==> src/rtl/shift_pkg.sv <==
// Shared definitions for the shift arbiter: direction encodings, FSM states and
// the shift-amount width helper.
package shift_pkg;

  localparam logic DIR_LEFT  = 1'b1;
  localparam logic DIR_RIGHT = 1'b0;

  typedef enum logic {
    S_IDLE = 1'b0,
    S_HOLD = 1'b1
  } state_t;

  function automatic int SHAMT_W(input int width);
    return (width <= 1) ? 1 : $clog2(width);
  endfunction

endpackage

==> src/rtl/logical_shift_core.sv <==
// Combinational zero-fill logical shifter; bits shifted past either end are lost.
module logical_shift_core
  import shift_pkg::*;
#(
  parameter int WIDTH = 32
) (
  input  logic [WIDTH-1:0]          data,
  input  logic [SHAMT_W(WIDTH)-1:0] shamt,
  input  logic                      dir,
  output logic [WIDTH-1:0]          result
);

  always_comb begin
    result = (dir == DIR_LEFT) ? (data << shamt) : (data >> shamt);
  end

endmodule

==> src/rtl/shift_arbiter.sv <==
// Round-robin arbiter sharing one logical shifter between two requesters, with a
// registered result held until its owner accepts it.
//
// state  | meaning
// S_IDLE | no result held, any winning request is accepted
// S_HOLD | result registered in rsp_data_q for own_q, waiting for rsp_ready[own_q]
module shift_arbiter
  import shift_pkg::*;
#(
  parameter int WIDTH = 32
) (
  input  logic                      clk,
  input  logic                      rst,
  input  logic [1:0]                req_valid,
  output logic [1:0]                req_ready,
  input  logic [WIDTH-1:0]          req_data0,
  input  logic [WIDTH-1:0]          req_data1,
  input  logic [SHAMT_W(WIDTH)-1:0] req_shamt0,
  input  logic [SHAMT_W(WIDTH)-1:0] req_shamt1,
  input  logic                      req_dir0,
  input  logic                      req_dir1,
  output logic [1:0]                rsp_valid,
  input  logic [1:0]                rsp_ready,
  output logic [WIDTH-1:0]          rsp_data
);

  localparam int SW = SHAMT_W(WIDTH);

  state_t           state_q, state_d;
  logic             prio_q;
  logic             own_q;
  logic [WIDTH-1:0] rsp_data_q;
  logic             grant;
  logic             can_accept;
  logic             accept;
  logic [WIDTH-1:0] mux_data;
  logic [SW-1:0]    mux_shamt;
  logic             mux_dir;
  logic [WIDTH-1:0] shift_res;

  always_comb begin
    grant = 1'b0;
    if (req_valid[0] && req_valid[1]) grant = prio_q;
    else if (req_valid[1])            grant = 1'b1;
  end

  always_comb begin
    mux_data  = grant ? req_data1  : req_data0;
    mux_shamt = grant ? req_shamt1 : req_shamt0;
    mux_dir   = grant ? req_dir1   : req_dir0;
  end

  logical_shift_core #(.WIDTH(WIDTH)) u_core (
    .data   (mux_data),
    .shamt  (mux_shamt),
    .dir    (mux_dir),
    .result (shift_res)
  );

  // In HOLD the owner's rsp_valid is always high, so only its rsp_ready matters.
  always_comb begin
    can_accept = (state_q == S_IDLE) || rsp_ready[own_q];
    req_ready  = 2'b00;
    if (!rst && can_accept) req_ready[grant] = req_valid[grant];
    accept = |req_ready;
  end

  always_comb begin
    rsp_valid = 2'b00;
    if (state_q == S_HOLD) rsp_valid[own_q] = 1'b1;
    rsp_data = rsp_data_q;
  end

  always_comb begin
    state_d = state_q;
    case (state_q)
      S_IDLE:  if (accept) state_d = S_HOLD;
      S_HOLD:  if (rsp_ready[own_q]) state_d = accept ? S_HOLD : S_IDLE;
      default: state_d = S_IDLE;
    endcase
  end

  always_ff @(posedge clk or posedge rst) begin
    if (rst) state_q <= S_IDLE;
    else     state_q <= state_d;
  end

  always_ff @(posedge clk or posedge rst) begin
    if (rst) begin
      prio_q     <= 1'b0;
      own_q      <= 1'b0;
      rsp_data_q <= '0;
    end else if (accept) begin
      prio_q     <= ~grant;
      own_q      <= grant;
      rsp_data_q <= shift_res;
    end
  end

endmodule

==> config.mk <==
export PLATFORM = sky130hd
export DESIGN_NAME = shift_arbiter
export DESIGN_NICKNAME = d
export VERILOG_FILES = /design/src/rtl/shift_pkg.sv /design/src/rtl/logical_shift_core.sv /design/src/rtl/shift_arbiter.sv
export SDC_FILE = /design/constraint.sdc
export NUM_CORES = 1
export LEC_CHECK = 0
export ABC_AREA = 1
export CORE_AREA = 2 2 101 103
export CTS_BUF_LIST = sky130_fd_sc_hd__clkbuf_2 sky130_fd_sc_hd__clkbuf_4 sky130_fd_sc_hd__clkbuf_8
export DETAILED_ROUTE_END_ITERATION = 7
export DIE_AREA = 0 0 103 105
export PLACE_DENSITY = 0.88
export RECOVER_POWER = 50
export SYNTH_ARGS = -nofsm -noshare
export SYNTH_HDL_FRONTEND = slang
export SYNTH_SLANG_ARGS = --single-unit
==> constraint.sdc <==
create_clock -name clk -period 3.3 [get_ports clk]
set_clock_uncertainty 0.05 [all_clocks]
set_input_delay 0.495 -clock clk [delete_from_list [all_inputs] [get_ports clk]]
set_output_delay 0.495 -clock clk [all_outputs]
set_load 0.03 [all_outputs]
# Word-level counts from Yosys, hierarchy flattened
# Index checks and enable logic that the tools add are counted.
[word_totals]
reg_bits = 35
inputBits = 82
out_inout_bits = 36
elab_cells = 39
[op_classes]
magnitude_cmp = 4
shifts = 2
mux = 19
bitwise_logic = 3
n_reduce_logical = 7
[ops]
columns = ["op", "count"]
rows = [
  ["2-to-1 mux 32 bit", 2],
  ["<< shifter 32 x 5 -> 32 bit", 1],
  [">> shifter 32 x 5 -> 32 bit", 1],
  ["2-to-1 mux 1 bit", 11],
  ["2-to-1 mux 5 bit", 1],
  ["logical AND 1 bit", 4],
  ["< comparator 1 x 2 -> 1 bit, second input constant", 2],
  ["2-to-1 mux 2 bit", 2],
  ["AND 2 bit", 1],
  ["demux 1 bit (select 1 bit)", 2],
  ["greater-or-equal comparator 1 bit, second input constant", 2],
  ["inverter 1 bit", 2],
  ["one-hot mux 1 bit (2 select lines)", 1],
  ["OR reduction 2 bit", 1],
  ["zero test 1 bit", 1],
  ["logical OR 1 bit", 1],
]

# Longest topological paths before layout
[depth]
word_depth = 12
mapped_depth = 17
mapped_depth_nobuf = 16

# By module
# A second synthesis with hierarchy kept.
[hier_totals]
cells_unflattened = 914
hier_area_um2 = 5166.2
[modules_own_cells]
columns = ["mod", "n_inst", "cells_per_inst", "area_each_um2"]
rows = [
  ["logical_shift_core", 1, 631, 3296.9],
  ["shift_arbiter", 1, 283, 1869.3],
]

# Least setup slack after synthesis
# No wires, ideal clock.
[synth_path]
kind = "input to register"
from = "input port req_valid[0]"
to = "register rsp_data_q[0], in the netlist rsp_data[0]"
setup_time_ps = 113
arrival_time_ps = 2117
path_slack_ps = 1020
path_stages = 12
cell_sequence = "nand2_2 nand2_4 buf_6 nor2_1 inv_1 nand2_1 buf_6 clkbuf_1 nand2_1 nand3b_1 nand2_1 inv_1"
[synth_via]
elab_chain_len = 9
[synth_lines]
columns = ["element", "line", "source"]
rows = [
  ["from (decl)", "shift_arbiter.sv:14", "input logic [1:0] req_valid,"],
  ["logical AND 1 bit", "shift_arbiter.sv:43", "if (req_valid[0] && req_valid[1]) grant = prio_q;"],
  ["2-to-1 mux 1 bit", "shift_arbiter.sv:43", ""],
  ["< comparator 1 x 2 -> 1 bit (not written as such) / greater-or-equal comparator 1 bit (equally long branches)", "shift_arbiter.sv:64", "if (!rst && can_accept) req_ready[grant] = req_valid[grant];"],
  ["logical AND 1 bit (not written as such)", "shift_arbiter.sv:64", ""],
  ["2-to-1 mux 1 bit (not written as such)", "shift_arbiter.sv:64", ""],
  ["demux 1 bit (select 1 bit)", "shift_arbiter.sv:64", ""],
  ["AND 2 bit (no source line) *", "-", ""],
  ["2-to-1 mux 2 bit *", "shift_arbiter.sv:64", ""],
  ["net req_ready[1]", "shift_arbiter.sv:15", "output logic [1:0] req_ready,"],
  ["OR reduction 2 bit *", "shift_arbiter.sv:65", "accept = |req_ready;"],
  ["to (signal assigned)", "shift_arbiter.sv:96", "rsp_data_q <= shift_res;"],
  ["to (decl)", "shift_arbiter.sv:32", "logic [WIDTH-1:0] rsp_data_q;"],
]
# The timed path passes the listed nets; every way through them passes the cells marked *. The select of a mux whose other input is x is not followed.
# A chain may end at the register's enable or synchronous reset.

# Final worst setup path
[layout_path]
from = "input port req_valid[0]"
to = "register rsp_data_q[13], in the netlist rsp_data[13]"
[layout_via]
elab_chain_len = 9
[layout_lines]
columns = ["element", "line"]
rows = [
  ["logical AND 1 bit", "shift_arbiter.sv:43"],
  ["2-to-1 mux 1 bit", "shift_arbiter.sv:43"],
  ["< comparator 1 x 2 -> 1 bit (not written as such) / greater-or-equal comparator 1 bit (equally long branches)", "shift_arbiter.sv:64"],
  ["logical AND 1 bit (not written as such)", "shift_arbiter.sv:64"],
  ["2-to-1 mux 1 bit (not written as such)", "shift_arbiter.sv:64"],
  ["demux 1 bit (select 1 bit)", "shift_arbiter.sv:64"],
  ["AND 2 bit (no source line)", "-"],
  ["2-to-1 mux 2 bit", "shift_arbiter.sv:64"],
  ["OR reduction 2 bit", "shift_arbiter.sv:65"],
]
# Several ways; a longest one is shown, not always the timed one. The select of a mux whose other input is x is not followed.

==> flow_metrics.env <==
export IMPL_grt_overflow=0
export IMPL_swShare_pct=55.6
export IMPL_endpoint_kind="register"
export IMPL_clk_path_buf_depth=2
export IMPL_grt_max_degree=58
export IMPL_drtPass1Iterations=6
export IMPL_synthTopCellsByArea="nand3_1 36%, nand2_1 24%, dfrtp_1 16%, inv_1 4.9%, or2_2 3.4%"
export IMPL_worstPathRequired_ns=3.50
export IMPL_worstSkewPairLatency_ns=0.30
export IMPL_finalSetupTns_ns=0
export IMPL_seqPwrFrac_pct=15.8
export IMPL_p_total_mw=4.90
export IMPL_die_area_um2=10800
export IMPL_p_clk_share_pct=8.7
export IMPL_grt_usage_pct=41.7
export IMPL_crit_arrival_ns=3.35
export IMPL_drc=0
export IMPL_ir_worst_vdd_mv=0.658
export IMPL_vias=7606
export IMPL_tightest_slew_ns=2.00
export IMPL_first_global_vias=6938
export IMPL_layout_drive_gt1_share_pct=6.96
export IMPL_utilization_pct=70.8
export IMPL_drt_iter0_drc=984
export IMPL_crit_fanout=17
export IMPL_cts_hold_buffers_added=0
export IMPL_p_int_mw=2.18
export IMPL_layoutNonFillerInstCount=1239
export IMPL_hpwl_um=16600
export IMPL_syn_area_um2=5480
export IMPL_post_dp_cell_area_um2=6720
export IMPL_ios=118
export IMPL_p_comb_share_pct=75.5
export IMPL_cts_sinks=35
export IMPL_cts_setup_buffers=0
export IMPL_portBuffers=117
export IMPL_cts_root_buf="clkbuf_8"
export IMPL_clk_pin_slew_worst_paths_ns=0.08
export IMPL_yosysWarnings=0
export IMPL_die_width_um=103
export IMPL_fin_crit_sh_pct=95.4
export IMPL_status="finished, violations left"
export IMPL_synth_top_area_cell="nand3_1"
export IMPL_avgSynthCellArea_um2=5.31
export IMPL_drt_total_wl_um=22100
export IMPL_maxCapViolCount=1
export IMPL_cts_tree="yes"
export IMPL_crit_type="input pin to register"
export IMPL_drv_slew=35
export IMPL_fmax_mhz=318
export IMPL_nets=1187
export IMPL_dp_cells=1231
export IMPL_start_util_pct=56.9
export IMPL_synth_seq_cells=35
export IMPL_coreArea_um2=9640
export IMPL_hold_viol=0
export IMPL_antenna_found_initial=0
export IMPL_min_period_ns=3.15
export IMPL_final_cell_mix="392 x nand3_1, 344 x nand2_1, 99 x clkdlybuf4s50_1"
export IMPL_num_antenna_cells=0
export IMPL_cts_buffers=5
export IMPL_rsz0062_at_grt="false"
export IMPL_slew_limit_headroom_pct=-33.2
export IMPL_cts_resized_gates=0
export IMPL_yosysTopAreaCellShare_pct=35.8
export IMPL_htree_levels=2
export IMPL_grt_pass1_wl_um=35600
export IMPL_avgRoutedWirePerCell_um=17.9
export IMPL_synth_cells=1032
export IMPL_final_area_um2=6830
export IMPL_violations="max-capacitance violations, max-slew violations"
export IMPL_vias_per_cell=6.14
export IMPL_die_height_um=105
export IMPL_area_growth_pct=24.6
export IMPL_power_leakage_nw=3.47
export IMPL_gp_congestion=1.09
export IMPL_final_common_cell="nand3_1"
export IMPL_drtAntennaViolNets=0
export IMPL_p_sw_mw=2.72
export IMPL_ys_seq_area_share_pct=16.0
export IMPL_hold_path_class="input pin to async pin"
export IMPL_finalSetupViolCount=0
export IMPL_p_per_area_nw_per_um2=717
export IMPL_cp_start_kind="input pin"
export IMPL_rows=36
export IMPL_ys_types=25
export IMPL_synth_nets=1114
kinds of logic after synthesis:
logic type / after synthesis / synth area share [%]
AO/OA/AOI/OAI: 19 / 2.19
AND/OR/NAND/NOR: 828 / 69.2
buffers and inverters: 150 / 12.6
flip-flops: 35 / 16.0
layer usage:
| metal | wire length, um | vias to the layer above | global-route usage, % |
|---|---|---|---|
| met5 | 0 | - | 0 |
| met4 | 1300 | 0 | 21.4 |
| met3 | 2630 | 107 | 9.23 |
| met2 | 9710 | 568 | 63.3 |
| met1 | 8490 | 3355 | 54.8 |
| li1 | - | 3576 | - |
state kept, by name, indices dropped and copies added, names as in the netlist:
name / count
own_q: 1
state_q: 1
rsp_data: 32
prio_q: 1
power by group through the flow:
stage | clock network [mW] | registers [mW] | logic (mW)
floorplan | 0 | 1.16 | 2.05
global placement | 0 | 0.774 | 3.59
detailed placement | 0 | 0.784 | 3.63
CTS | 0.427 | 0.781 | 3.65
global route | 0.443 | 0.802 | 4.00
finish | 0.425 | 0.776 | 3.70
through the flow:
stage	hold slack, ns	setup WS (ns)
after floorplan	0.488	1.02
after global placement	0.466	0.186
after CTS	0.325	0.325
final	0.460	0.153
after global routing	0.476	0.0693
after detailed placement	0.475	0.0182
cells in the mapped netlist (all sizes together):
cell type,n
nor2,26
dfrtp,35
nand4,19
inv,78
and2,2
nand2,348
buf,52
a21oi,5
o211ai,1
or2,30
o21ai,13
nand3b,11
nand3,392
clkbuf,20
area by class of cell:
| cell class | instances | area (um^2) |
|---|---|---|
| inverters | 78 | 293 |
| fillers | 902 | 2810 |
| multi-input cells | 847 | 3940 |
| clock inverters | 3 | 47.5 |
| clock buffers | 5 | 68.8 |
| repair buffers | 138 | 1440 |
| flip-flops and latches | 35 | 876 |
| well taps | 133 | 166 |
path summary, 6_finish.rpt:
check	start	to	slack, ns	depth (start not counted)
min in group clk	rsp_data[9]	rsp_data[9]	0.49	2
worst max-delay path	req_valid[0]	rsp_data[13]	0.15	13
worst max register to register	prio_q	rsp_data[13]	0.43	13
max in group asynchronous	rst	rsp_data[26]	0.67	3
worst min-delay path	rst	prio_q	0.46	2
worst min register to register	rsp_data[9]	rsp_data[9]	0.49	2
critical path: stages:
cell             delay, ns
clkdlybuf4s50_1       0.53
nand2_2               0.15
nand2_4               0.23
nand2_1               0.09
o21ai_2               0.10
inv_2                 0.06
nor2_1                0.96
inv_1                 0.26
nor2_1                0.20
nor2_1                0.06
nand3_1               0.10
nand2_1               0.06
inv_1                 0.05
No activity file was read; power rests on OpenSTA's default activity.
